$ cat config.mk
export PLATFORM = sky130hd
export DESIGN_NAME = bp_fe_instr_queue
export DESIGN_NICKNAME = d
export VERILOG_FILES = /design/src/rtl/bp_fe_pkg.sv /design/src/rtl/bp_fe_instr_scan.sv /design/src/rtl/bp_fe_instr_queue.sv
export SDC_FILE = /design/constraint.sdc
export NUM_CORES = 1
export LEC_CHECK = 0
export CORE_MARGIN = 2
export CORE_UTILIZATION = 35
export CTS_CLUSTER_DIAMETER = 150
export CTS_CLUSTER_SIZE = 16
export DETAILED_ROUTE_END_ITERATION = 6
export HOLD_SLACK_MARGIN = 0.15
export SLEW_MARGIN = 20
export SYNTH_ARGS = -nofsm -noshare
export SYNTH_HDL_FRONTEND = slang
export SYNTH_SLANG_ARGS = --single-unit
export TNS_END_PERCENT = 1
$ cat constraint.sdc
create_clock -name clk_i -period 7.7 [get_ports clk_i]
set_clock_uncertainty 0.15 [all_clocks]
set_input_delay 0.77 -clock clk_i [delete_from_list [all_inputs] [get_ports clk_i]]
set_output_delay 0.77 -clock clk_i [all_outputs]
set_load 0.1 [all_outputs]
$ cat src/rtl/bp_fe_pkg.sv
// bp_fe_pkg: shared front-end types and helpers for the instruction queue and decode
//   bp_fe_iq_entry_s  one queued instruction {pc, instr, compressed, bmeta}
//   bp_fe_is_rvc      halfword starts a 16b compressed instruction
package bp_fe_pkg;
  localparam int bp_fe_vaddr_width_gp = 39;
  localparam int bp_fe_bmeta_width_gp = 64;
  typedef struct packed {
    logic [bp_fe_vaddr_width_gp-1:0] pc;
    logic [31:0]                     instr;
    logic                            compressed;
    logic [bp_fe_bmeta_width_gp-1:0] bmeta;
  } bp_fe_iq_entry_s;
  function automatic logic bp_fe_is_rvc(input logic [15:0] hw);
    return hw[1:0] != 2'b11;
  endfunction
endpackage

$ cat src/rtl/bp_fe_instr_scan.sv
// bp_fe_instr_scan: splits an assembled fetch packet into 16b/32b instructions
//   pc_i/instr_i/count_i        packet PC, halfwords ([0] lowest), valid halfword count
//   slot_*_o                    k-th instruction of the packet: valid, pc, instr, compressed
//   n_instr_o/hw_used_o         instructions found / halfwords they consume
//   A 32b instruction starting in the last valid halfword is left for the realigner.
module bp_fe_instr_scan
  import bp_fe_pkg::*;
#(
  parameter int vaddr_width_p  = 39,
  parameter int fetch_cinstr_p = 2,
  localparam int cw = $clog2(fetch_cinstr_p+1)
) (
  input  logic [vaddr_width_p-1:0]                pc_i,
  input  logic [fetch_cinstr_p*16-1:0]            instr_i,
  input  logic [cw-1:0]                           count_i,
  output logic [fetch_cinstr_p-1:0]               slot_v_o,
  output logic [fetch_cinstr_p*vaddr_width_p-1:0] slot_pc_o,
  output logic [fetch_cinstr_p*32-1:0]            slot_instr_o,
  output logic [fetch_cinstr_p-1:0]               slot_compressed_o,
  output logic [cw-1:0]                           n_instr_o,
  output logic [cw-1:0]                           hw_used_o
);
  logic [fetch_cinstr_p*16+15:0] hw_ext;
  logic [15:0] lo, hi;
  int hw, n;
  logic stop;
  always_comb begin
    hw_ext = {16'h0, instr_i};
    slot_v_o = '0;
    slot_pc_o = '0;
    slot_instr_o = '0;
    slot_compressed_o = '0;
    lo = '0;
    hi = '0;
    hw = 0;
    n = 0;
    stop = 1'b0;
    for (int k = 0; k < fetch_cinstr_p; k++) begin
      if (!stop && hw < int'(count_i)) begin
        lo = hw_ext[hw*16 +: 16];
        hi = hw_ext[(hw+1)*16 +: 16];
        if (bp_fe_is_rvc(lo) || hw + 1 < int'(count_i)) begin
          slot_v_o[k] = 1'b1;
          slot_pc_o[k*vaddr_width_p +: vaddr_width_p] = pc_i + vaddr_width_p'(2*hw);
          slot_compressed_o[k] = bp_fe_is_rvc(lo);
          slot_instr_o[k*32 +: 32] = bp_fe_is_rvc(lo) ? {16'h0, lo} : {hi, lo};
          hw = hw + (bp_fe_is_rvc(lo) ? 1 : 2);
          n = n + 1;
        end else begin
          stop = 1'b1;
        end
      end
    end
    n_instr_o = cw'(n);
    hw_used_o = cw'(hw);
  end
endmodule

$ cat src/rtl/bp_fe_instr_queue.sv
// bp_fe_instr_queue: splits realigned fetch packets into instructions and buffers them for the BE
//   clk_i, reset_n_i (sync, active low)
//   assembled_*_i / assembled_count_o, assembled_yumi_o : packet in, all-or-nothing accept
//   flush_i : empties the queue next cycle, drops the same-cycle packet
//   deq_*_o / deq_yumi_i : one instruction per cycle out
//   BP_FE_IQ_BYPASS_EN : when defined, an accepted packet into an empty queue shows
//   instruction 0 on deq_* in the same cycle; otherwise deq_* comes only from storage.
module bp_fe_instr_queue
  import bp_fe_pkg::*;
#(
  parameter int vaddr_width_p  = bp_fe_vaddr_width_gp,
  parameter int fetch_cinstr_p = 2,
  parameter int bmeta_width_p  = bp_fe_bmeta_width_gp,
  parameter int els_p          = 4,
  localparam int cw = $clog2(fetch_cinstr_p+1)
) (
  input  logic                         clk_i,
  input  logic                         reset_n_i,
  input  logic                         assembled_v_i,
  input  logic [vaddr_width_p-1:0]     assembled_pc_i,
  input  logic [fetch_cinstr_p*16-1:0] assembled_instr_i,
  input  logic [bmeta_width_p-1:0]     assembled_bmeta_i,
  input  logic [cw-1:0]                assembled_count_i,
  output logic [cw-1:0]                assembled_count_o,
  output logic                         assembled_yumi_o,
  input  logic                         flush_i,
  output logic                         deq_v_o,
  output logic [31:0]                  deq_instr_o,
  output logic [vaddr_width_p-1:0]     deq_pc_o,
  output logic                         deq_compressed_o,
  output logic [bmeta_width_p-1:0]     deq_bmeta_o,
  input  logic                         deq_yumi_i
);
  localparam int pw = $clog2(els_p);
  localparam int ow = $clog2(els_p+1);
  logic [fetch_cinstr_p-1:0]               slot_v, slot_c, slot_v_sh, slot_c_sh;
  logic [fetch_cinstr_p*vaddr_width_p-1:0] slot_pc, slot_pc_sh;
  logic [fetch_cinstr_p*32-1:0]            slot_instr, slot_instr_sh;
  logic [cw-1:0] n_instr, hw_used, n_wr;
  logic [pw-1:0] rptr_q, rptr_d, wptr_q, wptr_d;
  logic [ow-1:0] occ_q, occ_d, free;
  logic byp, skip, deq_fire;
  bp_fe_iq_entry_s head;
  bp_fe_iq_entry_s mem_q [els_p];
  bp_fe_iq_entry_s mem_d [els_p];
  bp_fe_instr_scan #(.vaddr_width_p(vaddr_width_p), .fetch_cinstr_p(fetch_cinstr_p)) scan (
    .pc_i(assembled_pc_i), .instr_i(assembled_instr_i), .count_i(assembled_count_i),
    .slot_v_o(slot_v), .slot_pc_o(slot_pc), .slot_instr_o(slot_instr),
    .slot_compressed_o(slot_c), .n_instr_o(n_instr), .hw_used_o(hw_used)
  );
  always_comb begin
    free = ow'(els_p) - occ_q;
    assembled_yumi_o = reset_n_i & assembled_v_i & ~flush_i & (n_instr != '0)
                     & (int'(free) >= int'(n_instr));
    assembled_count_o = assembled_yumi_o ? hw_used : '0;
`ifdef BP_FE_IQ_BYPASS_EN
    byp = assembled_yumi_o & (occ_q == '0);
`else
    byp = 1'b0;
`endif
    deq_v_o = reset_n_i & ((occ_q != '0) | byp);
    head = byp ? '{slot_pc[vaddr_width_p-1:0], slot_instr[31:0], slot_c[0], assembled_bmeta_i}
               : mem_q[rptr_q];
    deq_instr_o = head.instr;
    deq_pc_o = head.pc;
    deq_compressed_o = head.compressed;
    deq_bmeta_o = head.bmeta;
    // a bypassed instruction taken this cycle is never stored, so shift it out of the write set
    skip = byp & deq_yumi_i;
    slot_v_sh = skip ? slot_v >> 1 : slot_v;
    slot_c_sh = skip ? slot_c >> 1 : slot_c;
    slot_pc_sh = skip ? slot_pc >> vaddr_width_p : slot_pc;
    slot_instr_sh = skip ? slot_instr >> 32 : slot_instr;
    n_wr = assembled_yumi_o ? n_instr - cw'(skip) : '0;
    deq_fire = deq_yumi_i & deq_v_o & ~flush_i & ~byp;
    mem_d = mem_q;
    for (int k = 0; k < fetch_cinstr_p; k++)
      if (assembled_yumi_o && slot_v_sh[k])
        mem_d[pw'(wptr_q + pw'(k))] = '{slot_pc_sh[k*vaddr_width_p +: vaddr_width_p],
                                        slot_instr_sh[k*32 +: 32], slot_c_sh[k], assembled_bmeta_i};
    wptr_d = flush_i ? '0 : wptr_q + pw'(n_wr);
    rptr_d = flush_i ? '0 : rptr_q + pw'(deq_fire);
    occ_d = flush_i ? '0 : occ_q + ow'(n_wr) - ow'(deq_fire);
  end
  always_ff @(posedge clk_i) begin
    if (!reset_n_i) begin
      rptr_q <= '0;
      wptr_q <= '0;
      occ_q <= '0;
    end else begin
      rptr_q <= rptr_d;
      wptr_q <= wptr_d;
      occ_q <= occ_d;
    end
    mem_q <= mem_d;
  end
  always_ff @(posedge clk_i)
    if (reset_n_i && deq_yumi_i) assert (deq_v_o);
endmodule

Yosys cells after proc, flatten, opt, wreduce, memory -nomap -nowiden

Cells that the tools add are included.

Reductions and logical operators: 11
Shift-type cells: 2
Multiplexer cells: 43
Divide/modulo/power cells: 0
Bitwise operators: 12
$lt $le $gt $ge: 10
$mul: 0
Equality and inequality tests: 2
Add/sub/neg operators: 10

Operator list:

| operator              | number |
|---|---|
| $bwmux 544            | 2 |
| $mux 544              | 2 |
| $demux 136 s2         | 2 |
| $mux 136              | 4 |
| $bmux 136 s2          | 1 |
| $mux 32               | 8 |
| $mux 39               | 4 |
| $shiftx 48x32->16     | 2 |
| $lt 32x3->1           | 2 |
| $add 39x39->39        | 1 |
| $add 32x2->32 const B | 1 |
| $mux 2                | 8 |
| $mux 1                | 12 |
| $ge 3x3->1 const B    | 3 |
| $not 2->3             | 3 |
| $and 1x1->1           | 7 |
| $lt 3x1->1 const B    | 2 |
| $logic_and 1x1->1     | 5 |
| $add 2x2->2           | 2 |
| $lt 1x2->1 const A    | 2 |
| $ne 2x2->1 const B    | 2 |
| $add 3x2->3           | 1 |
| $ge 3x2->1            | 1 |
| $reduce_bool 3->1     | 1 |
| other kinds (10)      | 12 |

Input bits: 142
Memories: 0
Output and inout port bits: 140
Bits in read-only memories: 0
Bits in latches: 0
Register bits: 551
Bits in writable memories: 0

Longest topological paths before layout

Gate-level depths: netlist of the first run.

Depth after elaboration: 16
Gate-level depth with buffers: 22
Mapped depth without buffers: 19

Modules after synthesis

From an unflattened synthesis of the first run, not the netlist that was laid out.

Cell total of the unflattened synthesis: 2,719
Area, all modules: 27,919.3 µm²

By module, submodules not included:

| module            | area each (µm²) | cells an instance | sequential area each (µm²) | times used |
|---|---|---|---|---|
| bp_fe_instr_queue | 25,798.5        | 2,350             | 11,030.6                   | 1 |
| bp_fe_instr_scan  | 2,120.8         | 369               | 0.0                        | 1 |

Worst setup path before layout of the first run

OpenSTA, ideal clock, no wires.

Kind: input port to output port
Start: in assembled_instr_i[0]
End: out assembled_count_o[1]
Required time: 6.780 ns
Stages: 16
Setup slack: 1.667 ns
Arrival time: 5.113 ns
Cells stage by stage: buf_2 > nand2_1 > a21oi_1 > clkbuf_1 > inv_1 > ha_1 > a21o_1 > nand2_1 > ha_1 > nor2_1 > nor2_1 > ha_1 > nor2b_1 > o21ai_1 > and3_1 > and3_1

Cells in the longest elaborated chain, start to end: 13
Elaborated cells between the ends (all ways): 29
Those cells by class: add/sub: 3; order compare: 3; eq/ne: 2; shift: 1; mux: 13; bitwise: 2; reduce/logical: 5

Ends and longest elaborated chain:

| what                                                               | RTL line                                       | text |
|---|---|---|
| start: declaration                                                 | bp_fe_instr_queue.sv:21                        | `input logic [fetch_cinstr_p*16-1:0] assembled_instr_i,` |
| $ne 2x2->1                                                         | bp_fe_pkg.sv:14                                | `return hw[1:0] != 2'b11;` |
| $mux 2 / $logic_or 1x1->1 (equally long branches)                  | bp_fe_instr_scan.sv:47, bp_fe_instr_scan.sv:42 |  |
| $mux 32                                                            | bp_fe_instr_scan.sv:42                         | `if (bp_fe_is_rvc(lo) \|\| hw + 1 < int'(count_i)) begin` |
| $mux 32                                                            | bp_fe_instr_scan.sv:39                         | `if (!stop && hw < int'(count_i)) begin` |
| $add 32x2->32 / $shiftx 48x32->16 (equally long branches)          | n/a                                            |  |
| $lt 32x3->1 / $ne 2x2->1 (equally long branches)                   | bp_fe_instr_scan.sv:42, bp_fe_pkg.sv:14        |  |
| $logic_or 1x1->1                                                   | bp_fe_instr_scan.sv:42                         |  |
| $mux 2                                                             | bp_fe_instr_scan.sv:42                         |  |
| $mux 2 (*)                                                         | bp_fe_instr_scan.sv:39                         |  |
| parallel branches: the longest is 2 deep, another holds $ge 3x2->1 | n/a                                            |  |
| $and 1x1->1 (*)                                                    | bp_fe_instr_queue.sv:54                        | `& (int'(free) >= int'(n_instr));` |
| named net assembled_yumi_o                                         | bp_fe_instr_queue.sv:25                        | `output logic assembled_yumi_o,` |
| $mux 2 (*)                                                         | bp_fe_instr_queue.sv:55                        | `assembled_count_o = assembled_yumi_o ? hw_used : '0;` |
| end: declaration                                                   | bp_fe_instr_queue.sv:24                        | `output logic [cw-1:0] assembled_count_o,` |

Mark *: on every way through the listed nets, which the timed path passes.

Worst setup path in the final report of the first run

Start: in assembled_instr_i[1]
End: out assembled_count_o[1]

Cells in the longest elaborated chain, start to end: 13
Elaborated cells between the ends (all ways): 29
Those cells by class: add/sub: 3; order compare: 3; eq/ne: 2; shift: 1; mux: 13; bitwise: 2; reduce/logical: 5

Ends and longest elaborated chain:

| what                                                                   | RTL line |
|---|---|
| parallel branches: the longest is 12 deep, another holds $add 32x2->32 | n/a |
| $mux 2 (*)                                                             | bp_fe_instr_queue.sv:55 |

Every way passes the cells marked *.

==> impl_metrics.csv, run 1 <==
group,metric,value,unit
clocking,clock_sinks,551,
yosys,yosys_warnings,0,
grt,met1_usage,24.9,%
detailed_routing,routedWlPerCell,21.5,µm
detailed_routing,wirelength,75.4,mm
die,dieArea,73000,µm²
yosys,synth_cells,2412,
power_and_ir_drop,power.density,288,nW/µm²
grt,grt_pass1_wl,116,mm
yosys,async_reset_ff_share,0,%
clocking,cts_tree,"yes",
clocking,clockRootBuffer,"clkbuf_16",
die,io_pins,282,
timing,setup_ws,2080,ps
finish,final_area,29400,µm²
finish,final_nets,2721,
setup_path,crit_required,6780,ps
grt,grt_usage,20.2,%
detailed_routing,drtAntennaViolNets,0,
timing,layout_min_cycle_time,5620,ps
power_and_ir_drop,ir_drop,0.000230,V
clocking,clkLatencyLatePin,590,ps
timing,worst-slew-pin-transition,1150,ps
timing,fin_setup_tns,0,ps
hold_path,min_path_cells,1,
clocking,cts-resized-gates,0,
setup_path,slowest_delay,650,ps
outcome,outcome,"finished clean",
detailed_routing,first_pass_iters,6,
hold_path,hp-class,"reg2reg",
setup_path,slowest_stage,"clkdlybuf4s50_1",
placed_design,hpwl,48.4,mm
grt,antenna_found_initial,7,
timing,clock.fmax,0.178,GHz
timing,slew_headroom,23.3,%
grt,grt_max_degree,138,
yosys,ys_seq_elements,551,
setup_path,cp_cell_sequence,"clkdlybuf4s50_1 > nand2_1 > a21oi_2 > inv_1 > ha_1 > a21o_1 > nand2_1 > ha_1 > nor2_1 > nor2_1 > ha_1 > nor2b_1 > o21ai_1 > and3_1 > and3_1 > buf_4",
die,die_h,270,µm
finish,regArea,11000,µm²
grt,top_usage_layer,"met2",
setup_path,crit_path_end_kind,"output port",
setup_path,cp_num_buf_inv,3,
clocking,cts_setup_buffers,0,
finish,area.growth.synth_to_final,18.6,%
timing,hold_ws,313,ps
setup_path,cp_max_fo,10,
grt,grt_overflow,0,
detailed_routing,vias_per_cell,5.53,
clocking,h-tree-depth,2,
finish,mostFrequentLayoutCell,"dfxtp_1",
grt,met2_usage,34.4,%
grt,met3_usage,4.61,%
job,maxCapViolCount,0,
yosys,synth_cell_types,63,
placed_design,post-place-ws,1710,ps
die,rows,97,
setup_path,rr_worst_depth,11,
yosys,synth_fp_nets,2570,
placed_design,numPortBuffers,281,
timing,finalHoldViolCount,0,
yosys,yosysSeqAreaShare,44.5,%
clocking,numCtsBuffers,40,
clocking,clk_pin_slew,70,ps
detailed_routing,drtIter0Drc,1299,
setup_path,crit_cells,16,
setup_path,cp-start-kind,"input port",
timing,rsz0062_at_grt,"false",
clocking,cts.path.max_buffers,3,
setup_path,critPathKind,"in2out",
finish,fillers,6584,
setup_path,arrival,4700,ps
die,die-width,270,µm
finish,mostFrequentLayoutCells,"dfxtp_1 (549), nand2_1 (326), clkdlybuf4s50_1 (276)",
timing,slew_violations,0,
placed_design,dpl_cell_area,28300,µm²
clocking,hold_buffers,0,
finish,drive_above_1_share,20.3,%
timing,setup_viol,0,
die,core_area,70000,µm²
yosys,syn_area_per_cell,10.3,µm²
grt,grt_pass1_vias,20000,
placed_design,place.gp.congestion,0.824,
finish,multiInputGateArea,12800,µm²
setup_path,crit_family,"simple AND/OR/NAND/NOR gates",
timing,post-route-period-util,72.9,%
yosys,ys.flop_type,"dfxtp_1",
power_and_ir_drop,power.leakage,11.1,nW
die,initial_core_util,35.4,%
yosys,syn-cell-area,24800,µm²
yosys,synth_edf_count,0,
detailed_routing,drc,0,
setup_path,path_common_cell,"ha_1",
detailed_routing,vias,19400,
report_power, final:
part	leakage [nW]	total (W)	switching (W)	internal [W]
clock	0.532	0.00200	0.00103	0.000973
sequential	4.53	0.00359	0.000235	0.00335
combinational	6.06	0.00289	0.00194	0.000950
total	11.1	0.00848	0.00320	0.00527
worst paths after layout:
path / slack, ps / start / end
worst max-delay path: 2080 / assembled_instr_i[1] / assembled_count_o[1]
worst min-delay path: 310 / mem_q[186] / mem_q[186]
worst max register to register: 4170 / occ_q[1] / mem_q[200]
worst min register to register: 310 / mem_q[186] / mem_q[186]
Yosys cell counts (16+ instances only):
cell type / n / share of area, %
dfxtp_1: 551 / 45
nand2_1: 328 / 5.0
nor2_1: 238 / 3.6
mux2_2: 235 / 11
a21oi_1: 151 / 3.0
mux4_2: 136 / 12
clkbuf_1: 104 / 1.6
a31oi_1: 101 / 2.5
buf_2: 68 / 1.4
mux2_1: 56 / 2.5
o21ai_0: 47 / 0.95
nand3_1: 37 / 0.75
o221a_2: 33 / 1.5
buf_1: 28 / 0.42
nor3_1: 28 / 0.57
and3_1: 26 / 0.66
nand4_1: 22 / 0.56
inv_1: 20 / 0.30
a211oi_1: 16 / 0.48
a22o_1: 16 / 0.57
routing by layer:
metal / wire (µm) / share of wire, % / vias up
met1: 31500 / 42 / 9587
met2: 36400 / 48 / 670
li1: - / - / 9011
met4: 1900 / 2.5 / 10
met3: 5550 / 7.4 / 128
met5: 68 / 0.090 / -
area by class of cell:
type | count | share of cell area (%)
flip-flops and latches | 551 | 37.5
repair buffers | 321 | 11.0
inverters | 21 | 0.268
clock buffers | 43 | 3.59
well taps | 940 | 4.00
clock inverters | 2 | 0.0936
diodes | 2 | 0.0170
multi-input cells | 1628 | 43.5
worst register-to-register path, cell delays in order (launching register included):
cell	delay, ps
dfxtp_1	320
inv_1	60
ha_1	290
ha_1	280
inv_1	50
o21a_1	220
a2111oi_4	320
buf_4	410
and2_2	800
buf_4	400
nand2_1	80
o21ai_0	90
metrics by stage:
step	cells	util, %	total power, W
after CTS	3506	42.0	0.00856
after floorplan	2412	-	0.00580
after detailed placement	3461	40.4	0.00655
final	3508	42.0	0.00848
after global routing	3508	42.0	0.00881
after global placement	3461	40.4	0.00647
cell families after synthesis:
| group | Yosys count | synth area share [%] |
|---|---|---|
| AND/OR/NAND/NOR | 726 | 12.5 |
| multiplexers | 435 | 25.9 |
| buffers and inverters | 233 | 4.12 |
| AO/OA/AOI/OAI | 434 | 11.5 |
| adder cells (fa/ha/maj) | 16 | 0.868 |
| XOR/XNOR | 17 | 0.601 |
| flip-flops | 551 | 44.5 |
registers in the layout, summed over array words and instances, names as in the netlist:
register	flops
rptr_q	2
occ_q	3
wptr_q	2
mem_q	544
No activity file was read; power rests on OpenSTA's default activity.
==> run 2: changes to the inputs <==
- clock period: 7.7 -> 4.7 ns (I/O delays scaled with it)
==> impl_metrics.csv, run 2 (synthesized netlist as in run 1, its figures left out) <==
group,metric,value,unit
die,core_area,70000,µm²
timing,slew_violations,0,
detailed_routing,drtIter0Drc,1721,
grt,grt_max_degree,81,
clocking,numCtsBuffers,40,
finish,largest-register,"mem_q",
finish,final_nets,2762,
finish,largest_reg_flops,544,
clocking,clockRootBuffer,"clkbuf_16",
timing,clock.fmax,0.235,GHz
grt,antenna_found_initial,8,
clocking,cts_tree,"yes",
finish,mostFrequentLayoutCell,"dfxtp_1",
clocking,clk_pin_slew,60,ps
setup_path,rrSetupSlack,1730,ps
power_and_ir_drop,power.density,462,nW/µm²
power_and_ir_drop,power.leakage,11.5,nW
power_and_ir_drop,ir_drop,0.000435,V
timing,slew_headroom,24.9,%
clocking,cts-resized-gates,0,
grt,grt_overflow,0,
die,die_h,270,µm
timing,setup_viol,0,
hold_path,holdPathEnd,"mem_q[180]",
timing,finalHoldViolCount,0,
grt,grt_pass1_wl,118,mm
placed_design,numPortBuffers,281,
die,io_pins,282,
hold_path,min_path_cells,1,
timing,post-route-period-util,90.4,%
clocking,h-tree-depth,2,
setup_path,r2r_end,"mem_q[70]",
placed_design,hpwl,50.4,mm
setup_path,cp_max_fo,9,
finish,reg_top3,"mem_q (544), occ_q (3)",
placed_design,dp.cells,3502,
die,dieArea,73000,µm²
detailed_routing,routedWlPerCell,21.5,µm
clocking,hold_buffers,0,
timing,rsz0062_at_grt,"false",
clocking,clock_sinks,551,
finish,drive_above_1_share,22.1,%
setup_path,rr_worst_depth,11,
grt,grt_pass1_vias,20400,
setup_path,crit_required,4080,ps
die,rows,97,
die,die-width,270,µm
detailed_routing,vias_per_cell,5.53,
detailed_routing,wirelength,76.4,mm
finish,area.growth.synth_to_final,21.2,%
setup_path,arrival,3630,ps
setup_path,critPathKind,"in2out",
timing,layout_min_cycle_time,4250,ps
timing,worst-slew-pin-transition,1120,ps
die,initial_core_util,35.4,%
detailed_routing,first_pass_iters,6,
timing,fin_setup_tns,0,ps
finish,finalNonFillerCells,3552,
detailed_routing,drc,0,
placed_design,place.gp.congestion,0.837,
clocking,cts.path.max_buffers,3,
detailed_routing,drtAntennaViolNets,0,
clocking,cts_setup_buffers,0,
setup_path,r2r-start,"occ_q[0]",
setup_path,crit_path_end_kind,"output port",
outcome,outcome,"finished clean",
setup_path,crit_start,"assembled_instr_i[0]",
clocking,clkLatencyLatePin,580,ps
finish,mostFrequentLayoutCells,"dfxtp_1 (549), nand2_1 (326), clkdlybuf4s50_1 (265)",
grt,grt_usage,20.5,%
hold_path,min_from,"mem_q[180]",
detailed_routing,vias,19700,
setup_path,cp-start-kind,"input port",
job,maxCapViolCount,0,
power_and_ir_drop,total_power,0.0139,W
hold_path,hp-class,"reg2reg",
-- run 2: per-stage QoR --
step / hold slack [ps] / area, µm² / utilization, % / setup WS (ps)
after floorplan: 278 / 24800 / - / -148
after global placement: 291 / 29000 / 41.4 / 137
after detailed placement: 299 / 29000 / 41.4 / 147
after CTS: 315 / 30000 / 42.9 / 448
after global routing: 326 / 30000 / 42.9 / 241
final: 313 / 30000 / 42.9 / 449
-- run 2: worst max path at each step --
stage | slack [ps] | endpoint | cells after the start
global route | 240 | assembled_count_o[1] | 17
floorplan | -150 | assembled_count_o[1] | 16
finish | 450 | assembled_count_o[1] | 17
CTS | 450 | assembled_count_o[1] | 17
global placement | 140 | mem_q[0] | 18
detailed placement | 150 | mem_q[4] | 18
-- run 2: report_power, final --
part | switching [W] | leakage [nW] | internal [W]
Clock | 0.00169 | 0.521 | 0.00154
Combinational | 0.00320 | 6.41 | 0.00157
Sequential | 0.000383 | 4.53 | 0.00549
Total | 0.00527 | 11.5 | 0.00860
-- run 2: critical path, stage by stage --
cell and delay (ps):
clkdlybuf4s50_1 480, nand2_1 100, a21oi_2 160, inv_1 70, ha_1 290, a21o_1 120
nand2_1 60, ha_1 320, nor2_1 160, nor2_1 70, ha_1 280, nor2b_1 50
o21ai_1 150, buf_4 180, and3_2 260, and3_2 230, buf_12 170
-- run 2: cell type report --
class,instances,area (µm²)
fillers,6549,40000
well taps,940,1180
flip-flops and latches,551,11000
clock inverters,4,53.8
repair buffers,362,3880
clock buffers,42,1010
inverters,21,78.8
multi-input cells,1628,12800
diodes,4,10.0
-- run 2: layer usage --
metal	vias up	wire, µm	GRT usage [%]	part of all wire [%]
met5	-	52	0	0.068
met4	8	2520	7.73	3.3
met3	152	5120	4.48	6.7
met2	672	36800	34.7	48
met1	9716	31900	25.5	42
li1	9103	-	-	-
==> run 3: changes to the inputs <==
- HOLD_SLACK_MARGIN: 0.15 -> 0.06
- PLACE_DENSITY: default -> 0.64
- SLEW_MARGIN: 20 -> default
==> impl_metrics.csv, run 3 (synthesized netlist as in run 1, its figures left out) <==
group,metric,value,unit
setup_path,cp_num_buf_inv,4,
clocking,clockRootBuffer,"clkbuf_16",
setup_path,crit_family,"simple AND/OR/NAND/NOR gates",
clocking,clock_sinks,551,
power_and_ir_drop,power.density,463,nW/µm²
setup_path,r2r-start,"occ_q[0]",
power_and_ir_drop,power.leakage,11.4,nW
power_and_ir_drop,ir_drop,0.000255,V
outcome,outcome,"finished clean",
die,io_pins,282,
finish,largest-register,"mem_q",
detailed_routing,vias,19600,
setup_path,rrSetupSlack,1680,ps
die,core_area,70000,µm²
detailed_routing,vias_per_cell,5.53,
timing,clock.fmax,0.232,GHz
detailed_routing,drtIter0Drc,1695,
clocking,cts_setup_buffers,0,
die,die-width,270,µm
timing,slew_violations,0,
clocking,cts_tree,"yes",
timing,finalHoldViolCount,0,
timing,fin_setup_tns,0,ps
timing,layout_min_cycle_time,4320,ps
finish,fillers,6482,
finish,post-route-util,42.8,%
setup_path,slowest_stage,"clkdlybuf4s50_1",
hold_path,min_from,"mem_q[181]",
timing,slew_headroom,21.0,%
finish,mostFrequentLayoutCell,"dfxtp_1",
setup_path,path_common_cell,"ha_1",
grt,top_usage_layer,"met2",
finish,drive_above_1_share,21.8,%
grt,grt_pass1_wl,116,mm
grt,grt_max_degree,56,
setup_path,cp_cell_sequence,"clkdlybuf4s50_1 > nand2_1 > a21oi_2 > inv_1 > ha_1 > a21o_1 > nand2_1 > ha_1 > nor2_1 > nor2_1 > ha_1 > nor2b_1 > o21ai_1 > buf_4 > and3_2 > and3_2 > buf_12",
grt,antenna_found_initial,6,
finish,finalNonFillerCells,3546,
setup_path,rr_worst_depth,12,
grt,grt_pass1_vias,19700,
setup_path,crit_path_end_kind,"output port",
grt,met3_usage,3.42,%
clocking,cts.path.max_buffers,3,
placed_design,post-place-ws,73.4,ps
job,maxCapViolCount,0,
die,dieArea,73000,µm²
clocking,hold_buffers,0,
setup_path,slowest_delay,500,ps
setup_path,arrival,3700,ps
setup_path,cp_max_fo,9,
hold_path,min_path_cells,1,
die,die_h,270,µm
clocking,h-tree-depth,2,
grt,met2_usage,34.7,%
finish,largest_reg_flops,544,
detailed_routing,wirelength,76.1,mm
clocking,clk_pin_slew,70,ps
setup_path,crit_start,"assembled_instr_i[1]",
timing,rsz0062_at_grt,"false",
detailed_routing,first_pass_iters,5,
timing,worst-slew-pin-transition,1180,ps
setup_path,crit_required,4080,ps
timing,post-route-period-util,91.9,%
placed_design,place.gp.congestion,0.820,
placed_design,hpwl,50.5,mm
placed_design,numPortBuffers,281,
placed_design,dp.cells,3499,
finish,mostFrequentLayoutCells,"dfxtp_1 (549), nand2_1 (326), clkdlybuf4s50_1 (270)",
timing,setup_ws,382,ps
die,rows,97,
clocking,numCtsBuffers,40,
grt,grt_usage,20.1,%
setup_path,critPathKind,"in2out",
grt,met1_usage,25.2,%
finish,final_nets,2759,
grt,grt_overflow,0,
clocking,cts-resized-gates,0,
detailed_routing,drc,0,
detailed_routing,routedWlPerCell,21.5,µm
finish,area.growth.synth_to_final,20.8,%
timing,setup_viol,0,
placed_design,dpl_cell_area,28900,µm²
finish,reg_top3,"mem_q (544), occ_q (3)",
die,initial_core_util,35.4,%
detailed_routing,drtAntennaViolNets,0,
clocking,clkLatencyLatePin,580,ps
finish,final_area,29900,µm²
setup_path,cp-start-kind,"input port",
hold_path,holdPathEnd,"mem_q[181]",
setup_path,r2r_end,"mem_q[264]",
hold_path,hp-class,"reg2reg",
## run 3: changes by cell type in the layout (fill, tap and decap cells not counted), sizes merged
cell,before,now
buf,96,89
diode,4,3
clkdlybuf4s50,265,270
clkbuf,43,40
## run 3: where the power goes
part / switching (W) / total [W] / internal, W
Combinational: 0.00321 / 0.00478 / 0.00157
Sequential: 0.000383 / 0.00587 / 0.00549
Clock: 0.00169 / 0.00322 / 0.00154
## run 3: worst reg2reg max path, stage by stage (launching register included)
cell,delay (ps)
dfxtp_1,310
inv_1,70
ha_1,290
ha_1,280
inv_1,50
o21a_1,220
a2111oi_4,350
buf_4,270
buf_4,150
nand2_2,100
buf_4,370
a21oi_1,210
a31oi_1,60
## run 3: metrics by stage
step | hold WS, ps | power [W]
3_3_place_gp | 291 | 0.0106
4_1_cts | 316 | 0.0140
6_report | 313 | 0.0139
3_5_place_dp | 299 | 0.0108
2_1_floorplan | 278 | 0.00951
5_1_grt | 332 | 0.0144
## run 3: area by class of cell
cell class | count | area, µm² | share of cell area [%]
timing repair buffer | 359 | 3800 | 12.7
multi-input combinational | 1628 | 12800 | 42.7
inverter | 21 | 78.8 | 0.263
clock inverter | 4 | 56.3 | 0.188
clock buffer | 40 | 1000 | 3.34
tap | 940 | 1180 | 3.93
antenna | 3 | 7.51 | 0.0251
sequential | 551 | 11000 | 36.9
## run 3: per-layer routing
layer	vias up	share of wire, %
met2	771	49
met3	142	7.0
li1	9076	-
met1	9633	41
met5	-	0.035
met4	4	2.9
## run 3: worst max-delay path by stage
stage,to,depth (start not counted)
after floorplan,assembled_count_o[1],16
after global placement,mem_q[264],20
after detailed placement,mem_q[264],20
after CTS,assembled_count_o[1],17
after global routing,assembled_count_o[1],17
final,assembled_count_o[1],17
